===== src/rtl/seg7_pkg.sv =====
// seg7_pkg: register offsets, FSM encoding, hex font and output reset values
package seg7_pkg;
    localparam logic [1:0] OFS_DATA   = 2'd0;
    localparam logic [1:0] OFS_CTRL   = 2'd1;
    localparam logic [1:0] OFS_STATUS = 2'd2;
    localparam logic [1:0] OFS_RSVD   = 2'd3;

    typedef enum logic [1:0] {ST_IDLE, ST_BLANK, ST_ON} state_t;

    // index 0 is the least significant element: entries listed F down to 0
    localparam logic [15:0][6:0] HEX_SEG = {
        7'h71, 7'h79, 7'h5E, 7'h39, 7'h7C, 7'h77, 7'h6F, 7'h7F,
        7'h07, 7'h7D, 7'h6D, 7'h66, 7'h4F, 7'h5B, 7'h06, 7'h3F
    };

    localparam logic [6:0] SEG_RST  = 7'h00;
    localparam logic [3:0] COMM_RST = 4'hF;
endpackage


===== src/rtl/seg7_scan_ctrl_if.sv =====
// seg7_scan_ctrl_if: picosoc iomem bus bundle with master/slave views
interface seg7_scan_ctrl_if;
    logic        iomem_valid;
    logic        iomem_ready;
    logic [3:0]  iomem_wstrb;
    logic [31:0] iomem_addr;
    logic [31:0] iomem_wdata;
    logic [31:0] iomem_rdata;

    modport master (
        output iomem_valid, iomem_wstrb, iomem_addr, iomem_wdata,
        input  iomem_ready, iomem_rdata
    );

    modport slave (
        input  iomem_valid, iomem_wstrb, iomem_addr, iomem_wdata,
        output iomem_ready, iomem_rdata
    );
endinterface


===== src/rtl/seg7_hex_decode.sv =====
// seg7_hex_decode: 4-bit hex nibble to active-high segments g..a
module seg7_hex_decode
    import seg7_pkg::*;
(
    input  logic [3:0] nib,
    output logic [6:0] seg
);
    assign seg = HEX_SEG[nib];
endmodule


===== src/rtl/seg7_scan_ctrl.sv =====
// seg7_scan_ctrl: iomem-mapped 4-digit seven-segment scanner; SEG7_DIM_EN adds PWM dimming
module seg7_scan_ctrl
    import seg7_pkg::*;
#(
    parameter logic [31:0] BASE_ADDR    = 32'h0300_0100,
    parameter int          DIGIT_CYCLES = 12000,
    parameter int          BLANK_CYCLES = 48
) (
    input  logic            clk,
    input  logic            resetn,
    seg7_scan_ctrl_if.slave bus,
    output logic [6:0]      seg,
    output logic [3:0]      comm
);
    localparam int            CW         = $clog2(DIGIT_CYCLES);
    localparam logic [CW-1:0] CNT_LAST   = CW'(DIGIT_CYCLES - 1);
    localparam logic [CW-1:0] BLANK_LAST = CW'(BLANK_CYCLES - 1);

    state_t        state, state_n;
    logic [CW-1:0] cnt, cnt_n;
    logic [1:0]    idx, idx_n, ofs;
    logic [15:0]   data_r, shadow_data;
    logic [3:0]    mask_r, shadow_mask, duty_r, comm_n, nib;
    logic [6:0]    dec_seg, seg_n;
    logic [31:0]   rd_val;
    logic          en_r, load, hit, wr, lit, unused_bits;

    assign unused_bits = ^{bus.iomem_wstrb[3:2], bus.iomem_addr[1:0], bus.iomem_wdata[31:16]};
    assign ofs    = bus.iomem_addr[3:2];
    assign hit    = bus.iomem_valid && !bus.iomem_ready && bus.iomem_addr[31:4] == BASE_ADDR[31:4];
    assign wr     = hit && |bus.iomem_wstrb;
    assign rd_val = ofs == OFS_RSVD   ? 32'h0 :
                    ofs == OFS_STATUS ? {29'h0, state == ST_ON, idx} :
                    ofs == OFS_CTRL   ? {20'h0, duty_r, mask_r, 3'b0, en_r} :
                    ofs == OFS_DATA   ? {16'h0, data_r} : 32'h0;

`ifdef SEG7_DIM_EN
    logic [3:0] pwm;
    // PWM phase restarts at the beginning of every ON phase
    always_ff @(posedge clk) begin
        if (!resetn) pwm <= 4'd0;
        else         pwm <= state == ST_ON ? pwm + 4'd1 : 4'd0;
    end
    assign lit = pwm <= duty_r;
`else
    assign duty_r = 4'h0;
    assign lit    = 1'b1;
`endif

    // single-cycle acknowledge with pre-write read data, byte-lane register writes
    always_ff @(posedge clk) begin
        if (!resetn) begin
            bus.iomem_ready <= 1'b0;
            bus.iomem_rdata <= 32'h0;
            data_r          <= 16'h0;
            en_r            <= 1'b0;
            mask_r          <= 4'h0;
`ifdef SEG7_DIM_EN
            duty_r          <= 4'h0;
`endif
        end else begin
            bus.iomem_ready <= hit;
            if (hit) bus.iomem_rdata <= rd_val;
            if (wr && ofs == OFS_DATA && bus.iomem_wstrb[0]) data_r[7:0] <= bus.iomem_wdata[7:0];
            if (wr && ofs == OFS_DATA && bus.iomem_wstrb[1]) data_r[15:8] <= bus.iomem_wdata[15:8];
            if (wr && ofs == OFS_CTRL && bus.iomem_wstrb[0]) {mask_r, en_r} <= {bus.iomem_wdata[7:4], bus.iomem_wdata[0]};
`ifdef SEG7_DIM_EN
            if (wr && ofs == OFS_CTRL && bus.iomem_wstrb[1]) duty_r <= bus.iomem_wdata[11:8];
`endif
        end
    end

    // next state: slot counter, digit advance on wrap, shadow load on slot start
    always_comb begin
        state_n = state;
        cnt_n   = cnt + CW'(1);
        idx_n   = idx;
        load    = 1'b0;
        if (!en_r) begin
            state_n = ST_IDLE;
            cnt_n   = '0;
            idx_n   = '0;
        end else if (state == ST_IDLE) begin
            state_n = ST_BLANK;
            cnt_n   = '0;
            load    = 1'b1;
        end else if (cnt == CNT_LAST) begin
            state_n = ST_BLANK;
            cnt_n   = '0;
            idx_n   = idx + 2'd1;
            load    = 1'b1;
        end else if (state == ST_BLANK && cnt == BLANK_LAST) begin
            state_n = ST_ON;
        end
    end

    // state register; the shadow only changes at slot boundaries so digits never tear
    always_ff @(posedge clk) begin
        if (!resetn) begin
            state       <= ST_IDLE;
            cnt         <= '0;
            idx         <= '0;
            shadow_data <= 16'h0;
            shadow_mask <= 4'h0;
        end else begin
            state <= state_n;
            cnt   <= cnt_n;
            idx   <= idx_n;
            if (load) {shadow_data, shadow_mask} <= {data_r, mask_r};
        end
    end

    assign nib = shadow_data[{idx, 2'b00} +: 4];

    seg7_hex_decode u_dec (
        .nib (nib),
        .seg (dec_seg)
    );

    // pin values for the current state; the segments are pre-driven during BLANK
    always_comb begin
        seg_n  = state == ST_IDLE ? SEG_RST : dec_seg;
        comm_n = (state == ST_ON && !shadow_mask[idx] && lit) ? ~(4'b0001 << idx) : COMM_RST;
    end

    // output registers keep the pins glitch-free
    always_ff @(posedge clk) begin
        if (!resetn) begin
            seg  <= SEG_RST;
            comm <= COMM_RST;
        end else begin
            seg  <= seg_n;
            comm <= comm_n;
        end
    end
endmodule


===== src/flat_wrapper.sv =====
// flat-port wrapper written by rule: the top's interface ports become plain ports
module seg7_scan_ctrl_flat import seg7_pkg::*;
#(
    parameter logic [31:0] BASE_ADDR    = 32'h0300_0100,
    parameter int          DIGIT_CYCLES = 12000,
    parameter int          BLANK_CYCLES = 48
)
  (clk, resetn, seg, comm, bus_iomem_valid, bus_iomem_wstrb, bus_iomem_addr, bus_iomem_wdata, bus_iomem_ready, bus_iomem_rdata);
  seg7_scan_ctrl_if bus_i ();
  input  logic clk;
  input  logic resetn;
  output logic [6:0] seg;
  output logic [3:0] comm;
  input wire logic [$bits(bus_i.iomem_valid)-1:0] bus_iomem_valid;
  input wire logic [$bits(bus_i.iomem_wstrb)-1:0] bus_iomem_wstrb;
  input wire logic [$bits(bus_i.iomem_addr)-1:0] bus_iomem_addr;
  input wire logic [$bits(bus_i.iomem_wdata)-1:0] bus_iomem_wdata;
  output wire logic [$bits(bus_i.iomem_ready)-1:0] bus_iomem_ready;
  output wire logic [$bits(bus_i.iomem_rdata)-1:0] bus_iomem_rdata;
  assign bus_i.iomem_valid = bus_iomem_valid;
  assign bus_i.iomem_wstrb = bus_iomem_wstrb;
  assign bus_i.iomem_addr = bus_iomem_addr;
  assign bus_i.iomem_wdata = bus_iomem_wdata;
  assign bus_iomem_ready = bus_i.iomem_ready;
  assign bus_iomem_rdata = bus_i.iomem_rdata;
  seg7_scan_ctrl #(.BASE_ADDR(BASE_ADDR), .DIGIT_CYCLES(DIGIT_CYCLES), .BLANK_CYCLES(BLANK_CYCLES)) u_core (.clk(clk), .resetn(resetn), .bus(bus_i), .seg(seg), .comm(comm));
endmodule

===== config.mk =====
export PLATFORM = sky130hd
export DESIGN_NAME = seg7_scan_ctrl_flat
export DESIGN_NICKNAME = d
export VERILOG_FILES = /design/src/rtl/seg7_pkg.sv /design/src/rtl/seg7_scan_ctrl_if.sv /design/src/rtl/seg7_hex_decode.sv /design/src/rtl/seg7_scan_ctrl.sv /design/src/flat_wrapper.sv
export SDC_FILE = /design/constraint.sdc
export NUM_CORES = 1
export LEC_CHECK = 0
export ABC_AREA = 1
export CORE_MARGIN = 2
export CORE_UTILIZATION = 32
export CTS_CLUSTER_SIZE = 12
export DETAILED_ROUTE_END_ITERATION = 7
export PLACE_DENSITY_LB_ADDON = 0.2
export SYNTH_ARGS = -nofsm -noshare
export SYNTH_HDL_FRONTEND = slang
export SYNTH_SLANG_ARGS = --single-unit
export TNS_END_PERCENT = 1

===== constraint.sdc =====
create_clock -name clk -period 4.6 [get_ports clk]
set_input_delay 0.69 -clock clk [delete_from_list [all_inputs] [get_ports clk]]
set_output_delay 0.69 -clock clk [all_outputs]
set_load 0.02 [all_outputs]

======== After elaboration in Yosys (flattened, before gate mapping) ========
Memories as Yosys holds them, arrays and structs flattened. A register that Yosys moved wholly into a read port is not among the register bits.
Index checks and enable logic that the tools add are counted.
cells by class
  reduce and logical (&&, ||, !) cells .... 21
  $lt $le $gt $ge ......................... 1
  bitwise gates (word level) .............. 4
  equal/unequal tests ..................... 8
  shift-type cells ........................ 2
  mux-type cells .......................... 12
  $add $sub $neg .......................... 2
operator list
  kind                   count
  $mux 32                3
  $eq 28x22->1 const B   1
  $mux 16                1
  $shiftx 16x5->4        1
  $add 14x1->14 const B  1
  $eq 14x14->1 const B   1
  $eq 14x6->1 const B    1
  $logic_and 1x1->1      10
  $reduce_or 4->1        2
  $mux 1                 7
  $eq 2x2->1 const B     3
  $reduce_and 2->1       3
  $eq 2x1->1 const B     2
  $logic_not 2->1        2
  $not 4->4              1
  $shl 1x2->4 const A    1
  $lt 2x3->1 const B     1
  $not 1->1              3
  $reduce_bool 3->1      1
  $add 2x1->2 const B    1
  $bmux 1 s2             1
  $logic_not 1->1        2
  $reduce_or 2->1        1
storage, ports and cells
  input port bits ......................... 71
  memories ................................ 1
  output and inout port bits .............. 44
  word-level logic and storage cells ...... 64
  flip-flop bits (word level) ............. 96
  ROM bits ................................ 112
memories
  name              depth  bits a word  read ports  clocked after Yosys merged registers in  write ports  RTL line              text
  (name not given)  16     7            1           1                                        0            seg7_hex_decode.sv:8  assign seg = HEX_SEG[nib];

======== Longest topological paths before layout ========
  word-level depth ........................ 6
  depth in mapped cells ................... 12
  mapped depth without buffers ............ 11

======== Cells and area by module ========
Synthesis repeated with hierarchy kept, for this count alone.
unflattened totals
  cells, all modules ...................... 628
  area, all modules ....................... 4,245.3 sq um
modules (own cells, without submodules)
  module           cells each  seq. area each (sq um)  area an instance (sq um)  instances
  seg7_scan_ctrl   576         1,741.7                 3,975.1                   1
  seg7_hex_decode  52          0.0                     270.3                     1

======== Worst setup path after synthesis ========
Ideal clock, no wire load.
  kind .................................... register -> register
  start ................................... register u_core.idx[0]
  end ..................................... register u_core.seg[3]
  stages on the path, launching flop included .. 12
  slack ................................... 2,658 ps
  library setup time ...................... 119 ps
  arrival time ............................ 1,823 ps
  path through ............................ dfxtp_1 -> buf_2 -> inv_2 -> buf_2 -> nand2_1 -> a32oi_1 -> inv_1 -> ha_1 -> nand2_1 -> nand2_1 -> o21ai_0 -> a21oi_1
on the way
  word-level cells in the longest chain between the ends .. 1
ends and longest elaborated chain
  element                 RTL line               text
  start, declared         seg7_scan_ctrl.sv:21   logic [1:0] idx, idx_n, ofs;
  start signal, assigned  seg7_scan_ctrl.sv:108  idx <= idx_n;
  $shiftx 16x5->4         seg7_scan_ctrl.sv:113  assign nib = shadow_data[{idx, 2'b00} +: 4];
  end, declared           seg7_scan_ctrl.sv:12   output logic [6:0] seg,
No other way between the ends.
A chain may end at the register's enable or synchronous reset.

======== Worst setup path in the final report ========
  start ................................... input bus_iomem_addr[3]
  end ..................................... register u_core.data_r[14]
on the way
  word-level cells in the longest chain between the ends .. 3
ends and longest elaborated chain
  element                          RTL line              text
  start, declared                  flat_wrapper.sv:16    input wire logic [$bits(bus_i.iomem_addr)-1:0] bus_iomem_addr;
  $logic_not 2->1                  seg7_scan_ctrl.sv:65  if (wr && ofs == OFS_DATA && bus.iomem_wstrb[1]) data_r[15:8] <= bus.iomem_wdata[15:8];
  $logic_and 1x1->1 (2 in series)  seg7_scan_ctrl.sv:65
  end signal, assigned             seg7_scan_ctrl.sv:65
  end, declared                    seg7_scan_ctrl.sv:22  logic [15:0] data_r, shadow_data;
No other way between the ends.

==> impl_results.md <==
* # DRC at 0
* Syn avg cell area at around 7 um2
* Cells after Synth at roughly 600
* Fill cells at around 1,400
* Status: complete, no violations
* Post-cts sizing count at 0
* Die Area at 14,050 um2
* Setup slack after layout at 2175 ps
* Synthesis-stage register bit count at 87
* Hold crit path type: reg -> reg
* Place WS at 1804 ps
* Worst Path Required at ~4800 ps
* Cell area power density at 296.7 nW/um2
* Fin. max-slew vios at 0
* Max clock buf depth at 2
* Routed Antenna Nets at 0
* Synth top area share at 0.4148
* Cell taking the most area after synthesis: dfxtp_1
* Max-capacitance violation count at 0
* Final HPWL from detailed placement at ~7000 um
* Vias per cell at 4.510
* P&R area growth vs syn at 25.45%
* Antenna violations before repair at 0
* Final setup viols at 0
* Row cnt at 41
* Post-route setup TNS at 0 ps
* Mapped Area at 4199 um2
* Tmin final at 2425 ps
* Largest net degree at the start of global routing at 58
* CTS tree: built
* Synth Warn # at 0
* Seq/Total Area, Yosys at 0.4148
* PortBufs at 78
* Starting Density at 0.3301
* Commonest non-fill, non-tap cell in the layout: nand2_1
* Final WL at 9709 um
* Ranking of synthesized cells by area: dfxtp_1, nand2_1, nor2_1
* Num CTS Buffers at 9
* GRT overflow at 0
* H-tree depth at 3
* Final Hold Vio Count at 0
* TritonCTS sink count at 87
* Clock Skew at 9.713 ps
* Nets at 747
* WL per Instance at approximately 12 um
* DRT iter0 DRCs at 216
* CP arrival at approximately 2700 ps
* Diode count at 0
* RePlAce Congestion at 0.8461
* Max transition margin at 0.3185
* CTS clk-pin slew, worst paths at 70 ps
* DR vias at 3,793
* Post-CTS Setup Bufs at 0
* First-pass iteration count of the detailed router at 4
* Layout cells sized above 1 at 0.05979
* Vias in the first global route at 3,479
* Fmax at 412.4 MHz
* Die span in x at 118.6 um
* Worst-Skew Late Latency at 350 ps
* Synth unique cells at 32
* All-Layer GR Usage at 0.1412
* Crit path max fanout at 16
* Max VDD drop at 159.2 uV
* Commonest cells after routing, fill and taps aside: nand2_1, nor2_1, dfxtp_1, clkdlybuf4s50_1, inv_1
* Critical Path End Type: flip-flop
* First-pass GRT wire length at about 16,000 um
* Hold Buf Count CTS at 0
* Die Y at 118.6 um
* Crit share post-route at 0.5271
* Core Footprint at 12,720 um2
* Worst Max-Slew Pin Slew at ~1000 ps
* RSZ-0062 raised after global routing: no
* Root Buffer: clkbuf_16
* Top Ports at about 120
* Static Leak at 0.002132 uW
* Crit Path Category: in -> reg
* Critical path startpoint category: input port
final cells by class:
| class | count | area (um2) | share of cell area |
|---|---|---|---|
| clock inverters | 7 | 71.32 | 0.01354 |
| flip-flops and latches | 87 | 1742 | 0.3306 |
| repair buffers | 80 | 790.8 | 0.1501 |
| clock buffers | 9 | 225.2 | 0.04276 |
| multi-input cells | 426 | 1998 | 0.3793 |
| well taps | 172 | 215.2 | 0.04086 |
| inverters | 60 | 225.2 | 0.04276 |
synth_stat cells:
library cell and n:
xnor2_1 1, nand4_1 3, buf_4 17, a32oi_1 1
buf_2 10, nor2_4 3, nor3_2 3, a31oi_1 2
nor3_1 6, xor2_1 2, clkbuf_1 6, inv_2 6
nand3_1 40, a21oi_1 39, inv_1 54, nand2_4 1
nand2_2 3, nor2_1 121, o21ai_1 11, o21ai_0 20
nand3_2 2, nand2_1 127, conb_1 1, or2_2 2
nor4_1 1, dfxtp_1 87, ha_1 12, o211ai_1 1
o22ai_1 7, nand3_4 1, buf_6 8, o221ai_1 1
metal layers:
metal / track usage / share of wire / vias to the layer above
li1: - / - / 1984
met5: 0 / 0 / -
met1: 0.1813 / 0.47 / 1698
met4: 0.04241 / 0.011 / 0
met3: 0.05357 / 0.071 / 9
met2: 0.2195 / 0.44 / 102
stage by stage:
stage | hold WS (ps) | instances | cell area, um2 | power, uW | utilization
2_1_floorplan | 417.5 | 614 | 4255 | 811.8 | -
3_3_place_gp | 427.7 | 825 | 4971 | 850.3 | 0.3907
3_5_place_dp | 442.0 | 825 | 4971 | 850.7 | 0.3907
4_1_cts | 455.8 | 841 | 5268 | 1579 | 0.4140
5_1_grt | 490.5 | 841 | 5268 | 1617 | 0.4140
6_report | 453.8 | 841 | 5268 | 1563 | 0.4140
cells by family after synthesis:
kind of cell	after synthesis	synth area share
buffers and inverters	101	0.1228
adder cells (fa/ha/maj)	12	0.03576
other	1	0.0008931
AO/OA/AOI/OAI	82	0.1028
AND/OR/NAND/NOR	313	0.3167
XOR/XNOR	3	0.006259
flip-flops	87	0.4148
final timing paths:
check / startpoint / endpoint / slack, ps / cells past startpoint
setup / recovery: bus_iomem_addr[3] / u_core.data_r[14] / 2180 / 5
hold / removal: u_core.cnt[0] / u_core.cnt[0] / 450 / 1
setup reg to reg: u_core.idx[0] / u_core.seg[3] / 2420 / 9
hold reg to reg: u_core.cnt[0] / u_core.cnt[0] / 450 / 1
report_power, final:
group	switching [uW]	internal, uW
logic	38.0	42.5
registers	0.000000318	753
clock network	309	420
total	347	1220
sequential cells by signal, indices dropped and copies added, names as in the netlist:
signal,count
u_core.mask_r,4
u_core.idx,2
u_core.state,2
u_core.cnt,14
u_core.bus.iomem_rdata,16
u_core.data_r,16
u_core.shadow_mask,4
u_core.bus.iomem_ready,1
u_core.en_r,1
u_core.shadow_data,16
u_core.comm,4
u_core.seg,7
worst max-delay path, cell delays in order:
cell             delay (ps)
clkdlybuf4s50_1         440
nor2_1                  800
nand3_2                 450
nor2_1                  220
nor2_1                   60
Power figures use the tool's default switching activity.
